--- src/rtl/cpu_pkg.sv ---
// Shared CPU package: dump-reader FSM states, default data-memory widths and
// the running-checksum helper.
package cpu_pkg;

  localparam int DMEM_ADDR_W = 8;
  localparam int DMEM_DATA_W = 8;

  typedef enum logic [2:0] {
    IDLE = 3'd0,
    READ = 3'd1,
    SEND = 3'd2,
    CSUM = 3'd3,
    FIN  = 3'd4
  } dump_state_t;

  // Modulo-256 accumulate of one dumped byte
  function automatic logic [7:0] csum_add(input logic [7:0] acc, input logic [7:0] b);
    return acc + b;
  endfunction

endpackage

--- src/rtl/mem_dump_reader.sv ---
// Post-run data-memory dump reader: walks COUNT words from BASE and streams them
// over a valid/ready byte port. Optional trailing checksum beat: DUMP_CHECKSUM_EN.
module mem_dump_reader
  import cpu_pkg::*;
#(
  parameter int ADDR_W = DMEM_ADDR_W,
  parameter int DATA_W = DMEM_DATA_W,
  parameter int BASE   = 0,
  parameter int COUNT  = 256
) (
  input  logic              clk,
  input  logic              reset,
  input  logic              done,
  output logic [ADDR_W-1:0] mem_addr,
  input  logic [DATA_W-1:0] mem_rdata,
  output logic              out_valid,
  input  logic              out_ready,
  output logic [DATA_W-1:0] out_data,
  output logic              out_last,
  output logic              busy,
  output logic              finished
);

  localparam int CNT_W = ADDR_W + 1;

  dump_state_t       state_r, state_s;
  logic [ADDR_W-1:0] ptr_r;
  logic [CNT_W-1:0]  left_r;
  logic [DATA_W-1:0] out_data_r;
  logic              out_valid_r, out_last_r, busy_r, finished_r;
  logic              done_r;
  logic              load_s, capture_s, accept_s, last_s, rearm_s;
`ifdef DUMP_CHECKSUM_EN
  logic [7:0]        csum_r;
  logic              csum_accept_s;
`endif

  // Next-state and datapath strobes
  always_comb begin
    state_s   = state_r;
    load_s    = 1'b0;
    capture_s = 1'b0;
    accept_s  = 1'b0;
    rearm_s   = 1'b0;
    last_s    = (left_r == CNT_W'(1));
`ifdef DUMP_CHECKSUM_EN
    csum_accept_s = 1'b0;
`endif
    case (state_r)
      IDLE: begin
        if (done_r) begin
          state_s = READ;
          load_s  = 1'b1;
        end else begin
          state_s = IDLE;
        end
      end
      READ: begin
        state_s   = SEND;
        capture_s = 1'b1;
      end
      SEND: begin
        if (out_valid_r && out_ready) begin
          accept_s = 1'b1;
          if (last_s) begin
`ifdef DUMP_CHECKSUM_EN
            state_s = CSUM;
`else
            state_s = FIN;
`endif
          end else begin
            state_s = READ;
          end
        end else begin
          state_s = SEND;
        end
      end
`ifdef DUMP_CHECKSUM_EN
      CSUM: begin
        if (out_ready) begin
          state_s       = FIN;
          csum_accept_s = 1'b1;
        end else begin
          state_s = CSUM;
        end
      end
`endif
      FIN: begin
        // Re-arm only after the CPU drops its halt flag
        if (!done_r) begin
          state_s = IDLE;
          rearm_s = 1'b1;
        end else begin
          state_s = FIN;
        end
      end
      default: begin
        state_s = IDLE;
      end
    endcase
  end

  // State register, pointer/counter and registered stream outputs
  always_ff @(posedge clk) begin
    if (reset) begin
      state_r     <= IDLE;
      done_r      <= 1'b0;
      ptr_r       <= ADDR_W'(BASE);
      left_r      <= '0;
      out_data_r  <= '0;
      out_valid_r <= 1'b0;
      out_last_r  <= 1'b0;
      busy_r      <= 1'b0;
      finished_r  <= 1'b0;
`ifdef DUMP_CHECKSUM_EN
      csum_r      <= 8'd0;
`endif
    end else begin
      state_r <= state_s;
      done_r  <= done;
      if (load_s) begin
        ptr_r  <= ADDR_W'(BASE);
        left_r <= CNT_W'(COUNT);
        busy_r <= 1'b1;
`ifdef DUMP_CHECKSUM_EN
        csum_r <= 8'd0;
`endif
      end
      if (capture_s) begin
        out_data_r  <= mem_rdata;
        out_valid_r <= 1'b1;
`ifdef DUMP_CHECKSUM_EN
        out_last_r  <= 1'b0;
        csum_r      <= csum_add(csum_r, 8'(mem_rdata));
`else
        out_last_r  <= last_s;
`endif
      end
      if (accept_s) begin
        ptr_r  <= ptr_r + ADDR_W'(1);
        left_r <= left_r - CNT_W'(1);
`ifdef DUMP_CHECKSUM_EN
        if (last_s) begin
          // Valid stays high: the checksum beat follows with no gap
          out_data_r <= DATA_W'(csum_r);
          out_last_r <= 1'b1;
        end else begin
          out_valid_r <= 1'b0;
          out_last_r  <= 1'b0;
        end
`else
        out_valid_r <= 1'b0;
        out_last_r  <= 1'b0;
        if (last_s) begin
          busy_r     <= 1'b0;
          finished_r <= 1'b1;
        end
`endif
      end
`ifdef DUMP_CHECKSUM_EN
      if (csum_accept_s) begin
        out_valid_r <= 1'b0;
        out_last_r  <= 1'b0;
        busy_r      <= 1'b0;
        finished_r  <= 1'b1;
      end
`endif
      if (rearm_s) begin
        finished_r <= 1'b0;
      end
    end
  end

  assign mem_addr  = ptr_r;
  assign out_data  = out_data_r;
  assign out_valid = out_valid_r;
  assign out_last  = out_last_r;
  assign busy      = busy_r;
  assign finished  = finished_r;

endmodule

--- config.mk ---
export PLATFORM = sky130hd
export DESIGN_NAME = mem_dump_reader
export DESIGN_NICKNAME = d
export VERILOG_FILES = /design/src/rtl/cpu_pkg.sv /design/src/rtl/mem_dump_reader.sv
export SDC_FILE = /design/constraint.sdc
export NUM_CORES = 1
export LEC_CHECK = 0
export CAP_MARGIN = 0
export CORE_ASPECT_RATIO = 1.25
export CORE_MARGIN = 3
export CORE_UTILIZATION = 40
export CTS_CLUSTER_DIAMETER = 100
export DETAILED_ROUTE_END_ITERATION = 8
export HOLD_SLACK_MARGIN = 0.05
export PLACE_DENSITY = 0.75
export SYNTH_ARGS = -nofsm -noshare
export SYNTH_HDL_FRONTEND = slang
export SYNTH_SLANG_ARGS = --single-unit
--- constraint.sdc ---
create_clock -name clk -period 4.5 [get_ports clk]
set_clock_uncertainty 0.2 [all_clocks]
set_input_delay 1.35 -clock clk [delete_from_list [all_inputs] [get_ports clk]]
set_output_delay 1.35 -clock clk [all_outputs]
set_load 0.03 [all_outputs]
# [Word-level counts from Yosys, hierarchy flattened]
# Index checks and enable logic that the tools add are counted.
# Widths: inputs -> output; s select.
[classes] n_mux=19 add_sub_neg=2 reduce_logical=6 eq_ne=4
[op_table] cell="$mux 9" n=2
[op_table] cell="$mux 8" n=2
[op_table] cell="$pmux 3 s4" n=1
[op_table] cell="$mux 1" n=11
[op_table] cell="$eq 9x1->1 const B" n=1
[op_table] cell="$mux 3" n=3
[op_table] cell="$sub 9x1->9 const B" n=1
[op_table] cell="$add 8x1->8 const B" n=1
[op_table] cell="$reduce_or 2->1" n=2
[op_table] cell="$eq 3x1->1 const B" n=1
[op_table] cell="$eq 3x2->1 const B" n=1
[op_table] cell="$eq 3x3->1 const B" n=1
[op_table] cell="$logic_not 3->1" n=1
[op_table] cell="$reduce_and 2->1" n=1
[op_table] cell="$reduce_bool 2->1" n=1
[op_table] cell="$logic_and 1x1->1" n=1
[word_totals] word_cells=40 output_inout_bits=20 ff_bits=33

# [Logic depth before layout (Yosys ltp)]
# Gate-level depths: netlist of run 1.
[logic_depth] ltp_word=5 mapped_depth=6 depth_no_buf=5

# [Least setup slack after synthesis of run 1]
# Ideal clock, no wire load.
[synth_path] kind="input to register" startpoint="input out_ready" endpoint="register left_r[6]" setup_time_ps=123 setup_slack_ps=1908 stages=3 t_arrival_ps=2269 n_path_buf=0 path_cell_list="nand4b_1 or4_1 mux2_1"
[synth_between] elab_chain_len=4 elab_cells_between_ends=5 classes_between="mux: 3; reduce/logical: 2"
[synth_lines] item="start: declaration" line="mem_dump_reader.sv:17" rtl="input logic out_ready,"
[synth_lines] item="$logic_and 1x1->1 (*)" line="mem_dump_reader.sv:63" rtl="if (out_valid_r && out_ready) begin"
[synth_lines] item="$mux 1 (*)" line="mem_dump_reader.sv:63"
[synth_lines] item="$mux 1 (*)" line="mem_dump_reader.sv:49" rtl="case (state_r)"
[synth_lines] item="$mux 9 or $reduce_bool 2->1 (tied branches)"
[synth_lines] item="end signal: assignment" line="mem_dump_reader.sv:123" rtl="left_r <= CNT_W'(COUNT);"
[synth_lines] item="end signal: assignment" line="mem_dump_reader.sv:141" rtl="left_r <= left_r - CNT_W'(1);"
[synth_lines] item="end: declaration" line="mem_dump_reader.sv:28" rtl="logic [CNT_W-1:0] left_r;"
# Every way passes the cells marked *; elsewhere a longest branch is shown, timed or not.
# A chain may end at the register's enable or synchronous reset.

# [Worst setup path in the final report of run 1]
# Same ends and word-level chain as after synthesis.

==> impl_metrics.tcl, run 1 <==
set metrics [dict create \
    relative_slew_margins_pct 23.8 \
    clock_tree.htree_level_count 2 \
    max_cap_viol_count 0 \
    syn-num-nets 184 \
    final-setup-viol-count 0 \
    peakVddDrop_mv 0.214 \
    cts_tree "built" \
    die_x_extent_um 61.3 \
    timing.critical_path.cells "clkdlybuf4s50_1, nand4b_1, buf_4, or4_1, mux2_1" \
    synthesis.yosys.warnings 0 \
    place_congestion 0.858 \
    fraction_of_final_layout_cells_with_drive_strength_greater_than_1_pct 9.55 \
    antenna_found_initial 0 \
    cts.path.max_buffers 2 \
    xor_xnor_fraction_of_synth_area_pct 0 \
    synth_area_per_cell_um2 9.06 \
    grt_setup_unrepaired "false" \
    drt_first_pass_iters 4 \
    holdWs_ns 0.287 \
    critPathLaunch "out_ready" \
    critical_path.reg2reg.endpoint "left_r[6]$_SDFFE_PP0P_" \
    drt_initial_violations 126 \
    buffer_ports.inserted 31 \
    grt.overflow.total 0 \
    pwr_density_cell_nw_per_um2 294 \
    critPathLaunchType "primary input" \
    area_growth_syn_to_layout_pct 27.6 \
    worstSetupPathDepth 5 \
    r2r_cells 3 \
    critical-path-slowest-cell "sky130_fd_sc_hd__clkdlybuf4s50_1" \
    detail-route-antenna-nets 0 \
    seq_area_um2 661 \
    synth.mux.area_fraction_pct 9.89 \
    post-route-util_pct 54.7 \
    diodes 0 \
    chipHeight_um 75.2 \
    regToRegSetupSlack_ns 2.18 \
    synthCells 169 \
    combinational_family_with_the_most_area_after_synthesis "simple AND/OR/NAND/NOR gates" \
    layout_worst_path_cycle_share_pct 67.6 \
    die-area_um2 4610 \
    worst-path-max-fanout 22 \
    num_vias 1376 \
    timing.final.crit_period_ns 3.04 \
    ctsRootBufferMaster "sky130_fd_sc_hd__clkbuf_8" \
    worst_setup_path_end_kind "register" \
    synth-seq-cells 33 \
    drcViolationCount 0 \
    numClockSinks 33 \
    rows 24 \
    clock_buffer_count_from_cts 5 \
    drt-vias-per-instance 5.78 \
    final_max_slew_viol_count 0 \
    clk_transition_reported_paths_ns 0.07 \
    core_area_um2 3570 \
    status "completed" \
    fin_tns_setup_ns 0 \
    cts_resized 0 \
    path_class "primary input to register" \
    synth_compound_gate_area_share_pct 10.5 \
    initial_utilization_pct 42.9 \
    nNetsFinal 213 \
    critPathTopFamily "buffers and inverters" \
    critPathArrivalTime_ns 3.01 \
    cp_num_buf_inv 2 \
    cellLeakagePower_uw 0.000702 \
    slowest_delay_ns 0.51 \
    leading_cell_type_in_the_layout_fill_and_taps_excluded "sky130_fd_sc_hd__dfxtp_1" \
    r2r-start "state_r[2]$_SDFF_PP0_" \
    area_of_combinational_cells_with_multiple_inputs_um2 818 \
    worst_skew_pair.late_latency_ns 0.28 \
    timing.critical_path.required_ns 4.47 \
    achievable-frequency_mhz 329 \
    worst_pin_slew_ns 1.13 \
    postCtsSetupBuffers 0 \
    fin_area_um2 1950 \
    io-pin-count 32 \
    placedInstanceArea_um2 1870 \
    timing.hold.worst.class "register to register" \
    final.fill_count 335 \
    setup.worst_path.end "left_r[6]$_SDFFE_PP0P_" \
    grt_pass1_wl_um 6230 \
    first_global_vias 1340 \
    mappedNetlistArea_um2 1530 \
    hold_violations 0 \
    routed_wirelength_um 3670 \
    synth-seq-area-share_pct 43.1 \
    post_synth_and_or_nand_nor_area_fraction_pct 29.7 \
    detailedPlacementHpwl_um 2530 \
    post_synth_fa_ha_maj_area_fraction_pct 3.10 \
    grt_use_total_pct 17.6 \
    grt_max_degree 25 \
    commonest_cells_after_routing_fill_and_taps_aside "sky130_fd_sc_hd__dfxtp_1, sky130_fd_sc_hd__clkdlybuf4s50_1, sky130_fd_sc_hd__mux2i_1, sky130_fd_sc_hd__nor2_1, sky130_fd_sc_hd__nand3_1" \
    cts-hold-fix-buffers 0 \
    wire_per_inst_um 15.4 \
    synth_cell_type_count 40 \
]
==> cell type report <==
class	instances	area share (%)
Timing Repair Buffer	33	16.6
Tap cell	39	2.50
Multi-Input combinational cell	121	41.9
Clock buffer	5	3.52
Sequential cell	33	33.8
Inverter	4	0.768
Clock inverter	3	0.896
==> layer usage <==
layer	share of wire (%)	vias to the layer above	GRT usage, %	wire [um]
li1	-	682	-	-
met1	44	637	21.7	1600
met2	49	49	29.4	1800
met3	5.7	8	4.63	210
met4	1.6	0	6.13	57
met5	0	-	0	0
==> report_power, final <==
part           switching, uW  internal, uW
sequential              5.49           298
combinational           26.9          25.8
clock                    112           107
==> through the flow <==
step,total power [uW],instances,setup WS [ns]
2_1_floorplan,340,169,1.91
3_3_place_gp,362,230,1.22
3_5_place_dp,363,230,1.17
4_1_cts,581,238,1.46
5_1_grt,596,238,1.39
6_report,575,238,1.46
==> synthesized netlist by cell type (all sizes together) <==
cell type	n	area [um2]
a211oi	3	22.5
a21oi	8	40.0
and3	3	18.8
and4	1	8.76
and4b	1	10.0
buf	2	8.75
clkbuf	9	33.8
dfxtp	33	661
ha	3	37.5
inv	4	15.0
maj3	1	10.0
mux2	1	11.3
mux2i	14	140
nand2	6	22.5
nand2b	3	18.8
nand3	12	60.1
nand3b	1	7.51
nand4	2	12.5
nand4b	3	26.3
nor2	14	52.6
nor2b	1	6.26
nor3	4	20.0
nor3b	1	7.51
nor4	4	25.0
nor4b	3	26.3
o211ai	2	15.0
o21a	2	15.0
o21ai	5	25.0
o221a	1	11.3
o22ai	1	6.26
o311a	1	10.0
o31ai	2	15.0
or2	2	12.5
or3	9	60.1
or4	5	38.8
or4b	2	20.0
==> worst min-delay path by stage <==
stage | startpoint | to | slack, ns | cells after the start
6_report | mem_addr[7]$_SDFFE_PP0P_ | mem_addr[7]$_SDFFE_PP0P_ | 0.29 | 2
3_5_place_dp | out_last$_SDFFE_PP0N_ | out_last$_SDFFE_PP0N_ | 0.28 | 2
4_1_cts | mem_addr[7]$_SDFFE_PP0P_ | mem_addr[7]$_SDFFE_PP0P_ | 0.29 | 2
2_1_floorplan | left_r[7]$_SDFFE_PP0P_ | left_r[7]$_SDFFE_PP0P_ | 0.26 | 2
5_1_grt | left_r[7]$_SDFFE_PP0P_ | left_r[7]$_SDFFE_PP0P_ | 0.33 | 2
3_3_place_gp | mem_addr[7]$_SDFFE_PP0P_ | mem_addr[7]$_SDFFE_PP0P_ | 0.27 | 2
==> worst register-to-register path, cell delays in order (launching register included) <==
cell and delay [ns]:
sky130_fd_sc_hd__dfxtp_1 0.57, sky130_fd_sc_hd__or4b_2 0.89, sky130_fd_sc_hd__and3_1 0.27, sky130_fd_sc_hd__mux2_1 0.29
==> state kept, by name, summed over array words and instances (netlist names) <==
name and cells:
out_last 1, finished 1, out_valid 1, busy 1
mem_addr 8, left_r 9, out_data 8, state_r 3
done_r 1
==> kinds of logic (layout without fill, tap and decap cells) <==
group,after synthesis,after routing
AO/OA/AOI/OAI,25,25
adder cells (fa/ha/maj),4,4
buffers and inverters,15,45
flip-flops,33,33
multiplexers,15,15
AND/OR/NAND/NOR,77,77
Power figures use the tool's default switching activity.
==> run 2, diff against run 1 <==
clock period = 3.02 ns   (was 4.5 ns; I/O delays follow)
==> run 2 against run 1 <==
Compared with the run above:
- count of clock-buffer cells in the layout increased by 1
- wire length increased by 4.1%
- cell count increased by 1.7%
- sequential share of layout area decreased by 0.70 points
- first-iteration DRC count decreased by 32%
- critical path depth decreased by 4
- combinational power increased by 59%
- final area increased by 2.1%
- global-route usage increased by 1.2 points
- utilization increased by 1.2 points
- clock power increased by 57%
==> impl_metrics.tcl, run 2 (synthesized netlist as in run 1, its figures left out) <==
set metrics [dict create \
    status "completed" \
    seq_area_um2 661 \
    worst-path-max-fanout 6 \
    first_global_vias 1386 \
    grt_pass1_wl_um 6440 \
    critPathLaunchType "register" \
    critPathArrivalTime_ns 1.40 \
    timing.critical_path.cells "clkdlybuf4s50_1" \
    peakVddDrop_mv 0.281 \
    clock_buffer_count_from_cts 5 \
    timing.hold.worst.class "register to register" \
    drt_first_pass_iters 4 \
    clk_transition_reported_paths_ns 0.07 \
    final_max_slew_viol_count 0 \
    slowest_delay_ns 0.70 \
    cts_resized 0 \
    numClockSinks 33 \
    routed_wirelength_um 3830 \
    commonest_cells_after_routing_fill_and_taps_aside "sky130_fd_sc_hd__dfxtp_1, sky130_fd_sc_hd__clkdlybuf4s50_1, sky130_fd_sc_hd__mux2i_1, sky130_fd_sc_hd__nor2_1, sky130_fd_sc_hd__nand3_1" \
    worst_pin_slew_ns 0.704 \
    final-setup-viol-count 0 \
    worstSetupPathDepth 1 \
    layout_worst_path_cycle_share_pct 83.1 \
    dr_wl_met2_um 1950 \
    fraction_of_final_layout_cells_with_drive_strength_greater_than_1_pct 11.3 \
    achievable-frequency_mhz 398 \
    r2r-start "left_r[0]$_SDFFE_PP0P_" \
    met3_wirelength_um 254 \
    drt_initial_violations 86 \
    regToRegSetupSlack_ns 0.83 \
    rows 24 \
    pwr_density_cell_nw_per_um2 441 \
    area_growth_syn_to_layout_pct 30.3 \
    critical-path-slowest-cell "sky130_fd_sc_hd__clkdlybuf4s50_1" \
    drcViolationCount 0 \
    critical_path.reg2reg.endpoint "left_r[6]$_SDFFE_PP0P_" \
    wl_met1_um 1550 \
    ctsRootBufferMaster "sky130_fd_sc_hd__clkbuf_8" \
    worst_skew_pair.late_latency_ns 0.29 \
    antenna_found_initial 0 \
    post_layout_nonfiller_instances 242 \
    power_uw 880 \
    grt.overflow.total 0 \
    largest_register_ffs 9 \
    r2r_cells 5 \
    worst_setup_path_end_kind "output pin" \
    cts_tree "built" \
    fin_tns_setup_ns 0 \
    io-pin-count 32 \
    final.fill_count 316 \
    cts.path.max_buffers 2 \
    detail-route-antenna-nets 0 \
    detailedPlacementHpwl_um 2640 \
    critPathTopFamily "buffers and inverters" \
    post-route-util_pct 55.8 \
    grt_use_total_pct 18.8 \
    diodes 0 \
    area_of_combinational_cells_with_multiple_inputs_um2 818 \
    die-area_um2 4610 \
    placedInstanceArea_um2 1910 \
    cellLeakagePower_uw 0.000727 \
    clock_tree.htree_level_count 2 \
    top_register "left_r" \
    core_area_um2 3570 \
    relative_slew_margins_pct 52.6 \
    drt-vias-per-instance 5.87 \
    die_x_extent_um 61.3 \
    nNetsFinal 218 \
    grt_setup_unrepaired "false" \
    hold_start "out_last$_SDFFE_PP0N_" \
    initial_utilization_pct 42.9 \
    routed.top_layer "met4" \
    cts-hold-fix-buffers 0 \
    timing.hold.worst_path_depth 2 \
    hold_violations 0 \
    grt_max_degree 22 \
    max_cap_viol_count 0 \
    leading_cell_type_in_the_layout_fill_and_taps_excluded "sky130_fd_sc_hd__dfxtp_1" \
    chipHeight_um 75.2 \
    buffer_ports.inserted 31 \
    num_vias 1421 \
    postCtsSetupBuffers 0 \
    wire_per_inst_um 15.8 \
    fin_area_um2 2000 \
    timing.critical_path.required_ns 1.91 \
    dp.cells 235 \
    path_class "register to output pin" \
    place_congestion 0.871 \
    cp_num_buf_inv 1 \
    timing.final.crit_period_ns 2.51 \
    timing.hold.worst_endpoint "out_last$_SDFFE_PP0N_" \
]
run 2: changes by cell type in the layout (fill, tap and decap cells not counted), sizes merged:
cell	delta
clkinv	-2
buf	+5
clkbuf	+1
run 2: worst register-to-register path: cells and delay by family, from the launching register on:
family	cells	cell delay (ns)
fa+ha+maj	1	0.20
flops	1	0.36
simple gates	2	0.92
mux	1	0.31
buf+inv	1	0.10
run 2: power breakdown:
part           switching (uW)  internal [uW]  total (uW)
combinational            42.3           41.9        84.1
clock                     163            180         343
sequential               8.61            444         453
run 2: worst max path at each step:
stage	from	end
after floorplan	out_ready	left_r[6]$_SDFFE_PP0P_
after global placement	out_ready	mem_addr[3]$_SDFFE_PP0P_
after global routing	mem_addr[2]$_SDFFE_PP0P_	mem_addr[2]
after CTS	mem_addr[2]$_SDFFE_PP0P_	mem_addr[2]
final	mem_addr[2]$_SDFFE_PP0P_	mem_addr[2]
after detailed placement	out_ready	mem_addr[3]$_SDFFE_PP0P_
run 2: routing by layer:
| metal | GRT usage (%) | vias to the layer above |
|---|---|---|
| met5 | 0 | - |
| met4 | 8.49 | 0 |
| met3 | 5.66 | 8 |
| met2 | 31.3 | 56 |
| met1 | 21.9 | 668 |
| li1 | - | 689 |
run 2: cell type report:
class / count / area share [%]
Tap cell: 39 / 2.45
Sequential cell: 33 / 33.1
Clock buffer: 6 / 4.14
Timing Repair Buffer: 38 / 18.2
Multi-Input combinational cell: 121 / 41.0
Clock inverter: 1 / 0.376
Inverter: 4 / 0.752
run 2: through the flow:
| step | setup WS (ns) | hold slack, ns |
|---|---|---|
| after floorplan | 0.872 | 0.258 |
| after global placement | 0.366 | 0.271 |
| after detailed placement | 0.300 | 0.287 |
| after CTS | 0.503 | 0.306 |
| after global routing | 0.469 | 0.320 |
| final | 0.509 | 0.301 |
